<file path="config.mk">
export PLATFORM = sky130hd
export DESIGN_NAME = valve_sequencer
export DESIGN_NICKNAME = d
export VERILOG_FILES = /design/src/rtl/seq_pkg.sv /design/src/rtl/seq_delay_timer.sv /design/src/rtl/valve_sequencer.sv
export SDC_FILE = /design/constraint.sdc
export NUM_CORES = 1
export LEC_CHECK = 0
export ABC_AREA = 1
export BUFFER_PORTS_ARGS = -buffer_cell sky130_fd_sc_hd__buf_2
export CAP_MARGIN = 30
export CELL_PAD_IN_SITES_DETAIL_PLACEMENT = 2
export CELL_PAD_IN_SITES_GLOBAL_PLACEMENT = 2
export CORE_MARGIN = 4
export CORE_UTILIZATION = 36
export CTS_BUF_LIST = sky130_fd_sc_hd__clkbuf_8
export DETAILED_ROUTE_END_ITERATION = 6
export GPL_TIMING_DRIVEN = 0
export HOLD_SLACK_MARGIN = 0.15
export PLACE_DENSITY = 0.83
export RECOVER_POWER = 100
export SLEW_MARGIN = 10
export SYNTH_ARGS = -nofsm -noshare
export SYNTH_HDL_FRONTEND = slang
export SYNTH_SLANG_ARGS = --single-unit
</file>
<file path="constraint.sdc">
create_clock -name clk -period 2.8 [get_ports clk]
set_input_delay 0.14 -clock clk [delete_from_list [all_inputs] [get_ports clk]]
set_output_delay 0.14 -clock clk [all_outputs]
set_load 0.01 [all_outputs]
</file>
<file path="src/rtl/seq_pkg.sv">
`default_nettype none
// ============================================================================
// Module   : seq_pkg
// Brief    : Opcodes, instruction field positions, delay units and FSM states
//            shared by the valve sequencer and its delay timer.
// Revision : 1.0 - initial release
// ============================================================================
package seq_pkg;

    localparam logic [2:0] OP_HALT  = 3'b000;
    localparam logic [2:0] OP_SET   = 3'b001;
    localparam logic [2:0] OP_DELAY = 3'b010;
    localparam logic [2:0] OP_JUMP  = 3'b011;

    localparam int OP_MSB    = 20;
    localparam int OP_LSB    = 18;
    localparam int VALVE_MSB = 17;
    localparam int VALVE_LSB = 14;
    localparam int VALUE_BIT = 0;
    localparam int COUNT_MSB = 8;
    localparam int COUNT_LSB = 4;
    localparam int UNIT_MSB  = 3;
    localparam int UNIT_LSB  = 1;
    localparam int TGT_MSB   = 17;
    localparam int TGT_LSB   = 10;

    localparam logic [2:0] UNIT_US = 3'b000;
    localparam logic [2:0] UNIT_MS = 3'b001;
    localparam logic [2:0] UNIT_S  = 3'b010;

    typedef enum logic [2:0] {
        IDLE  = 3'd0,
        FETCH = 3'd1,
        EXEC  = 3'd2,
        DELAY = 3'd3,
        HALT  = 3'd4
    } seq_state_t;

    function automatic logic unit_valid(input logic [2:0] unit);
        return (unit == UNIT_US) || (unit == UNIT_MS) || (unit == UNIT_S);
    endfunction

    function automatic logic [31:0] unit_cycles(input logic [2:0] unit, input int cycles_per_us);
        case (unit)
            UNIT_MS: return 32'(cycles_per_us) * 32'd1000;
            UNIT_S:  return 32'(cycles_per_us) * 32'd1000000;
            default: return 32'(cycles_per_us);
        endcase
    endfunction

endpackage
`default_nettype wire

</file>
<file path="src/rtl/seq_delay_timer.sv">
`default_nettype none
// ============================================================================
// Module   : seq_delay_timer
// Brief    : Prescaler plus 5-bit unit counter; done is high on the last of
//            count*unit_cycles active cycles.
// Revision : 1.0 - initial release
// ============================================================================
module seq_delay_timer
    import seq_pkg::*;
#(
    parameter int CYCLES_PER_US = 100
) (
    input  logic       clk,
    input  logic       reset,
    input  logic       clear,
    input  logic       load,
    input  logic [4:0] count,
    input  logic [2:0] unit,
    output logic       done
);

    logic [31:0] r_presc;
    logic [31:0] r_reload;
    logic [4:0]  r_count;
    logic        r_active;
    logic [31:0] w_reload;

    assign w_reload = unit_cycles(unit, CYCLES_PER_US) - 32'd1;

    always_ff @(posedge clk or posedge reset) begin
        if (reset) begin
            r_presc  <= '0;
            r_reload <= '0;
            r_count  <= '0;
            r_active <= 1'b0;
        end else if (clear) begin
            r_active <= 1'b0;
        end else if (load) begin
            r_active <= (count != 5'd0);
            r_reload <= w_reload;
            r_presc  <= w_reload;
            r_count  <= count - 5'd1;
        end else if (r_active) begin
            if (r_presc == 32'd0) begin
                if (r_count == 5'd0) begin
                    r_active <= 1'b0;
                end else begin
                    r_count <= r_count - 5'd1;
                    r_presc <= r_reload;
                end
            end else begin
                r_presc <= r_presc - 32'd1;
            end
        end
    end

    assign done = r_active && (r_presc == 32'd0) && (r_count == 5'd0);

endmodule
`default_nettype wire

</file>
<file path="src/rtl/valve_sequencer.sv">
`default_nettype none
// ============================================================================
// Module   : valve_sequencer
// Brief    : Fetches 21-bit valve instructions and drives 16 registered valves.
//            Define SEQ_LOOP_EN to enable the JUMP opcode (011).
// Revision : 1.0 - initial release
// ============================================================================
module valve_sequencer
    import seq_pkg::*;
#(
    parameter logic [7:0] START_ADDR    = 8'd1,
    parameter int         CYCLES_PER_US = 100
) (
    input  logic        clk,
    input  logic        reset,
    input  logic        start,
    input  logic        stop,
    output logic [7:0]  pc,
    input  logic [20:0] instr,
    output logic [15:0] valve_state,
    output logic        busy,
    output logic        halted,
    output logic        err
);

    seq_state_t  r_state, w_state_nxt;
    logic [7:0]  r_pc, w_pc_nxt;
    logic [20:0] r_ir, w_ir_nxt;
    logic [15:0] r_valves, w_valves_nxt;
    logic        r_err, w_err_nxt;
    logic        w_tmr_load, w_tmr_clear, w_tmr_done, w_advance;

    logic [2:0]  w_op;
    logic [3:0]  w_valve;
    logic [4:0]  w_count;
    logic [2:0]  w_unit;
    logic        w_unused_ir;

    assign w_op        = r_ir[OP_MSB:OP_LSB];
    assign w_valve     = r_ir[VALVE_MSB:VALVE_LSB];
    assign w_count     = r_ir[COUNT_MSB:COUNT_LSB];
    assign w_unit      = r_ir[UNIT_MSB:UNIT_LSB];
    assign w_unused_ir = ^r_ir[13:9];

`ifdef SEQ_LOOP_EN
    logic [7:0] w_tgt;
    assign w_tgt = r_ir[TGT_MSB:TGT_LSB];
`endif

    seq_delay_timer #(
        .CYCLES_PER_US (CYCLES_PER_US)
    ) u_timer (
        .clk   (clk),
        .reset (reset),
        .clear (w_tmr_clear),
        .load  (w_tmr_load),
        .count (w_count),
        .unit  (w_unit),
        .done  (w_tmr_done)
    );

    always_ff @(posedge clk or posedge reset) begin
        if (reset) begin
            r_state  <= IDLE;
            r_pc     <= 8'd0;
            r_ir     <= '0;
            r_valves <= '0;
            r_err    <= 1'b0;
        end else begin
            r_state  <= w_state_nxt;
            r_pc     <= w_pc_nxt;
            r_ir     <= w_ir_nxt;
            r_valves <= w_valves_nxt;
            r_err    <= w_err_nxt;
        end
    end

    always_comb begin
        w_state_nxt  = r_state;
        w_pc_nxt     = r_pc;
        w_ir_nxt     = r_ir;
        w_valves_nxt = r_valves;
        w_err_nxt    = r_err;
        w_tmr_load   = 1'b0;
        w_tmr_clear  = 1'b0;
        w_advance    = 1'b0;

        // stop overrides every transition and suppresses any EXEC side effect
        if (stop) begin
            w_state_nxt = IDLE;
            w_tmr_clear = 1'b1;
        end else begin
            case (r_state)
                IDLE, HALT: begin
                    if (start) begin
                        w_state_nxt = FETCH;
                        w_pc_nxt    = START_ADDR;
                        w_err_nxt   = 1'b0;
                    end
                end
                FETCH: begin
                    w_ir_nxt    = instr;
                    w_state_nxt = EXEC;
                end
                EXEC: begin
                    case (w_op)
                        OP_SET: begin
                            w_valves_nxt[w_valve] = r_ir[VALUE_BIT];
                            w_advance             = 1'b1;
                        end
                        OP_DELAY: begin
                            if (!unit_valid(w_unit)) begin
                                w_err_nxt   = 1'b1;
                                w_state_nxt = HALT;
                            end else if (w_count == 5'd0) begin
                                w_advance = 1'b1;
                            end else begin
                                w_tmr_load  = 1'b1;
                                w_state_nxt = DELAY;
                            end
                        end
                        OP_HALT: w_state_nxt = HALT;
`ifdef SEQ_LOOP_EN
                        OP_JUMP: begin
                            w_pc_nxt    = w_tgt;
                            w_state_nxt = FETCH;
                        end
`endif
                        default: begin
                            w_err_nxt   = 1'b1;
                            w_state_nxt = HALT;
                        end
                    endcase
                end
                DELAY: begin
                    if (w_tmr_done) begin
                        w_advance = 1'b1;
                    end
                end
                default: w_state_nxt = IDLE;
            endcase
        end

        // the program counter never wraps; running off the end is an error
        if (w_advance) begin
            if (r_pc == 8'hFF) begin
                w_err_nxt   = 1'b1;
                w_state_nxt = HALT;
            end else begin
                w_pc_nxt    = r_pc + 8'd1;
                w_state_nxt = FETCH;
            end
        end
    end

    assign pc          = r_pc;
    assign valve_state = r_valves;
    assign err         = r_err;
    assign busy        = (r_state == FETCH) || (r_state == EXEC) || (r_state == DELAY);
    assign halted      = (r_state == HALT);

endmodule
`default_nettype wire

</file>
==> results.md, run 1 <==
* Final max-slew violation count at 38
* Most used cell, CP: nand2_1
* CP max FO at 10
* Worst path required time at 3090 ps
* Post-Place Cells at 996
* Placed cell areas at 6100 um^2
* Drt first pass iters at 4
* Hold Vio Cnt, Final at 0
* Worst-Margin Slew at 1930 ps
* # rows at 45
* Total power at 4.14 mW
* Area delta synth->final at 13.6%
* CTS tree: done
* Routed Wire Length at 20000 um
* Type of origin of the critical path: flop
* Area of the multi-input gates at 2700 um^2
* First-pass GRT wire length at 33500 um
* DR WL/cell at 19.4 um
* Leak pwr at 3.16 nW
* All-layer global routing usage at 23.9%
* Min-Delay Path Depth at 1
* Minimum clock period after layout at 2490 ps
* Synth Register Bits at 94
* Post-Layout Cell Count at 1031
* Clock Tree Buf Depth at 2
* Layout cells sized above 1 at 9.25%
* Largest net degree at the start of global routing at 58
* Root buffer cell: clkbuf_8
* Fmax achieved at 402 MHz
* CORE AREA at 15200 um^2
* Period utilization at 88.9%
* HPWL Detailed at 14700 um
* Hold crit path type: reg2reg
* Crit Path Category: reg2reg
* Critical Path AT at 2780 ps
* RSZ-0062 raised after global routing: no
* Max Cap Viol at 1
* Die area at 17600 um^2
* Vias in the first global route at 6167
* Diodes inserted at 0
* Final nets at 867
* Port Buf Inserts at 46
* DRC viols at 0
* Warnings, synthesis at 0
* Crit path cell chain: nor2_1 > nand2_1 > nor2_1 > nand2_1 > nor2_4 > clkbuf_1 > nand2_1 > nand2_1 > nand2_1 > o21ai_0
* Reg clk slew, reported paths at 100 ps
* ANT nets after route at 0
* DR vias/cell at 5.24
* Area occupied by registers at 2350 um^2
* Gr ovfl total at 0
* Crit end category: flop
* Die Y at 133 um
* Critical Path Max Stage Delay at 450 ps
* Max-slew headroom at -29.6%
* # IOs at 52
* Clock Skew at 14.0 ps
* Critical path's slowest cell: dfrtp_1
* Failing checks: capacitance limit, slew limit
* Pwr dens at 650 nW/um^2
* Post-route cell area at 6370 um^2
* Peak VDD IR at 0.330 mV
* Die X at 133 um
* Cells after synthesis at 761
* Setup_tns at 0 ps
* FF-to-FF path depth at 10
* Antenna violations before repair at 0
* Clock Latency Late Sink at 400 ps
* Clock Sinks at 94
* Distinct cells, synth at 42
* Syn_nets at 790
* Setup Viol. Count Final at 0
* Post-synthesis cell area at 5610 um^2
* Gpl congestion at 0.884
* Vias post-DR at 5399
* Status: finished with violations
* CTS H-tree lvls at 3
* Seq/Total Area, Yosys at 42.0%
* Synth Area per Inst at 7.37 um^2
* Initial Utilization at 36.9%
* 1st-iter DRT viols at 237
* Cts bufs inserted at 9
* Fill count at 1837
-- sequential cells by signal, indices dropped and copies added (netlist names) --
register and count:
u_timer.r_presc 32, r_ir 16, valve_state 16, u_timer.r_reload 12, pc 8, u_timer.r_count 5, r_state 3, err 1
u_timer.r_active 1
-- worst paths after layout --
kind	startpoint	endpoint	slack, ps
setup / recovery	u_timer.r_presc[15]	u_timer.r_presc[12]	310
hold / removal	u_timer.r_reload[1]	u_timer.r_reload[1]	500
setup reg to reg	u_timer.r_presc[15]	u_timer.r_presc[12]	310
hold reg to reg	u_timer.r_reload[1]	u_timer.r_reload[1]	500
max in group asynchronous	reset	u_timer.r_presc[18]	1050
min in group asynchronous	reset	u_timer.r_presc[31]	790
-- cell usage after synthesis (all sizes together) --
library cell,number,share of area (%)
xnor2,3,0.47
ha,4,0.89
a31oi,2,0.22
a31o,1,0.16
dfrtp,94,42
mux2,3,0.60
clkbuf,3,0.20
o21ai,49,4.4
nor4,1,0.11
nor3,9,1.1
nand3,83,7.7
o211ai,9,1.8
o21bai,2,0.27
xor2,17,2.7
inv,97,6.7
or2,4,0.45
nand2,210,15
nand4,12,1.3
nor2,119,9.5
buf,10,1.4
a21oi,29,2.7
-- what timing repair did --
action / 4_1_cts / 5_1_grt
hold endpoints to repair: 56 / 0
hold buffers: 19 / 0
setup buffers: 0 / 0
gates resized for setup: 0 / 0
-- per-stage QoR --
step,hold WS [ps],utilization (%),worst slack [ps]
2_1_floorplan,290,-,211
3_3_place_gp,373,39.9,-1150
3_5_place_dp,234,40.1,493
4_1_cts,351,42.7,436
5_1_grt,504,41.9,112
6_report,498,41.9,310
-- critical path, delay by kind of cell (launching register included) --
family / cells / cell delay, ps
simple gates: 8 / 1370
buf+inv: 1 / 430
compound gates: 1 / 120
flops: 1 / 450
-- placed cells by master, fill, tap and decap left out, types with 4 or more instances in the layout --
master,instances
buf_2,18
o21ai_1,5
nor3_1,8
o211ai_1,8
nor2_1,106
xor2_1,17
nor2_2,9
ha_1,4
dlygate4sd3_1,19
o21ai_0,43
nand4_1,12
dfrtp_1,94
clkbuf_8,9
a21oi_1,28
nand2_2,5
clkbuf_1,35
nand2_1,201
inv_1,92
nand3_1,82
-- power by group --
| group | internal, mW | total, mW | switching, mW |
|---|---|---|---|
| clock network | 0.428 | 0.999 | 0.572 |
| logic | 0.396 | 1.27 | 0.873 |
| registers | 1.63 | 1.87 | 0.238 |
-- metal layers --
| layer | global-route usage [%] | part of all wire, % | up-vias |
|---|---|---|---|
| li1 | - | - | 2586 |
| met1 | 29.3 | 44 | 2724 |
| met2 | 43.5 | 52 | 67 |
| met3 | 2.81 | 1.9 | 22 |
| met4 | 7.79 | 1.8 | 0 |
| met5 | 0 | 0 | - |
-- layout make-up --
cell class	count	share of cell area, %
inverter	97	5.93
timing repair buffer	66	6.48
clock inverter	7	1.28
clock buffer	9	1.94
tap	188	3.69
multi-input combinational	557	42.4
sequential	94	36.9
buffer	13	1.36
-- cell families (layout without fill, tap and decap cells) --
kind of cell / Yosys count / after routing / synth area share (%)
AND/OR/NAND/NOR: 438 / 438 / 35.5
buffers and inverters: 110 / 192 / 8.35
flip-flops: 94 / 94 / 42.0
AO/OA/AOI/OAI: 92 / 92 / 9.58
XOR/XNOR: 20 / 20 / 3.13
adder cells (fa/ha/maj): 4 / 4 / 0.893
multiplexers: 3 / 3 / 0.603
Power figures use the tool's default switching activity.
==> inputs of run 2 (changes only) <==
- REMOVE_ABC_BUFFERS: unset -> 1
==> run 2 against run 1 <==
  * The run still ends with capacitance limit, slew limit left
  * Design area shrank 1.1%
  * Fmax shrank 1.6%
  * Sequential power is essentially flat
  * Total power shrank 0.62%
  * Setup slack lost 41 ps
  * Clock power shrank 5.0%
  * Count of clock-buffer cells in the layout is the same
  * Hold slack lost 3.0 ps
  * Global-route usage shrank 0.53 points
  * Die area is the same
  * Register-to-register slack lost 40 ps
  * Largest cell class unchanged
==> results.md, run 2 (synthesis gave the netlist of run 1 again) <==
* Status: finished with violations
* Failing checks: capacitance limit, slew limit
* Diodes inserted at 0 (unchanged)
* CTS H-tree lvls at 3 (unchanged)
* Vias post-DR at 5409 (+0.19%)
* Critical Path AT at 2780 ps (about the same)
* Root buffer cell: clkbuf_8
* Clock Sinks at 94 (unchanged)
* DR WL/cell at 19.6 um (+0.90%)
* Area delta synth->final at 12.3%
* # rows at 45 (unchanged)
* Worst path required time at 3050 ps (-40 ps)
* Layout cells sized above 1 at 9.15% (-0.11 points)
* Final max-slew violation count at 34 (-11%)
* Hold_sp: u_timer.r_reload[1]
* Fmax achieved at 395 MHz (-1.6%)
* Routed Wire Length at 20000 um (-0.27%)
* Worst setup path start: r_ir[8]
* Worst setup slack after layout at 269 ps (-41.1 ps)
* Type of origin of the critical path: flop
* Clock Tree Buf Depth at 2 (unchanged)
* Largest register by flop count: u_timer.r_presc
* Max-slew headroom at -17.4% (+12 points)
* Fill count at 1826 (-0.60%)
* HPWL Detailed at 13500 um (-7.9%)
* Drt first pass iters at 4 (unchanged)
* Worst reg2reg path startpoint: r_ir[8]
* Post-route cell area at 6300 um^2 (-1.1%)
* Die area at 17600 um^2 (unchanged)
* CORE AREA at 15200 um^2 (unchanged)
* Minimum clock period after layout at 2530 ps (+41.1 ps)
* DRC viols at 0 (unchanged)
* Clock Skew at 14.9 ps (+0.924 ps)
* Worst-Margin Slew at 1750 ps (-181 ps)
* Largest register FFs at 32 (unchanged)
* Clock Latency Late Sink at 400 ps (about the same)
* Dpl ws at 556 ps (+63.4 ps)
* Pwr dens at 653 nW/um^2 (+0.50%)
* Vias in the first global route at 6284 (+1.9%)
* First-pass GRT wire length at 33100 um (-1.2%)
* Die Y at 133 um (unchanged)
* Hold Vio Cnt, Final at 0 (unchanged)
* Max Cap Viol at 1 (unchanged)
* Largest net degree at the start of global routing at 62 (+6.9%)
* Most frequent cells in the layout: 201 x nand2_1, 105 x nor2_1, 94 x dfrtp_1, 92 x inv_1, 81 x nand3_1
* CTS tree: done
* Gr ovfl total at 0 (unchanged)
* Hold crit path type: reg2reg
* Port Buf Inserts at 46 (unchanged)
* RSZ-0062 raised after global routing: no
* Post-layout util at 41.4% (-0.47 points)
* Die X at 133 um (unchanged)
* Final nets at 855 (-1.4%)
* DR vias/cell at 5.31 (+1.4%)
* Commonest non-fill, non-tap cell in the layout: nand2_1
* Total power at 4.11 mW (-0.62%)
* Crit end category: flop
* ANT nets after route at 0 (unchanged)
* Crit Path Category: reg2reg
* Setup Viol. Count Final at 0 (unchanged)
* Post-CTS Resized at 0 (unchanged)
* Placed cell areas at 6010 um^2 (-1.5%)
* Gpl congestion at 0.856 (-3.2%)
* Antenna violations before repair at 0 (unchanged)
* Setup bufs post-CTS at 0 (unchanged)
* CTS Hold Bufs at 19 (unchanged)
* All-layer global routing usage at 23.3% (-0.53 points)
* Leak pwr at 3.11 nW (-1.6%)
* CP max FO at 20 (+10)
* Initial Utilization at 36.9% (unchanged)
* # IOs at 52 (unchanged)
* 1st-iter DRT viols at 197 (-17%)
* Cts bufs inserted at 9 (unchanged)
* Period utilization at 90.4% (+1.5 points)
* Peak VDD IR at 0.389 mV (+18%)
* Reg clk slew, reported paths at 120 ps (+20 ps)
==> run 2: changes by cell type in the layout (fill, tap and decap cells not counted), moves of 2 or more <==
cell / change
clkbuf_1: -7
clkinv_4: -2
buf_6: -3
clkinvlp_4: +3
==> run 2: per-layer routing <==
layer	global-route usage (%)	vias up	share of wire [%]
met5	0	-	0
met4	5.66	0	1.3
met3	3.50	24	2.1
met2	43.2	69	54
met1	28.3	2756	43
li1	-	2560	-
==> run 2: layout make-up <==
type | count | area [um^2] | share of cell area (%)
repair buffers | 67 | 418 | 6.64
well taps | 188 | 235 | 3.74
inverters | 97 | 377 | 5.98
clock inverters | 7 | 63.8 | 1.01
multi-input cells | 557 | 2730 | 43.3
clock buffers | 9 | 124 | 1.97
flip-flops and latches | 94 | 2350 | 37.4
==> run 2: stage by stage <==
stage / cells / TNS (ps) / hold WS [ps]
2_1_floorplan: 748 / 0 / 291
3_3_place_gp: 982 / -108310 / 372
3_5_place_dp: 983 / 0 / 211
4_1_cts: 1018 / 0 / 327
5_1_grt: 1019 / 0 / 521
6_report: 1019 / 0 / 495
==> run 2: where the power goes <==
part | leakage [nW] | switching (mW) | internal, mW | total (mW)
combinational | 1.91 | 0.865 | 0.394 | 1.26
sequential | 1.11 | 0.274 | 1.63 | 1.90
clock | 0.0907 | 0.603 | 0.346 | 0.949
total | 3.11 | 1.74 | 2.37 | 4.11
==> run 2: path summary, 6_finish.rpt <==
check / endpoint / slack (ps) / cells after the start
max reg2reg: u_timer.r_presc[2] / 270 / 10
min: u_timer.r_reload[1] / 490 / 1
min reg2reg: u_timer.r_reload[1] / 490 / 1
min in group asynchronous: u_timer.r_presc[10] / 720 / 3
max in group asynchronous: r_ir[19] / 1140 / 4
max: u_timer.r_presc[2] / 270 / 10
==> run 2: critical path, cell delays in order (launching register included) <==
cell	delay, ps
dfrtp_1	410
nor2_1	120
nand2_1	70
nor2_1	270
nor2_4	100
nand2_4	290
inv_8	130
o21ai_0	350
inv_1	110
a31oi_1	380
nand3_1	140
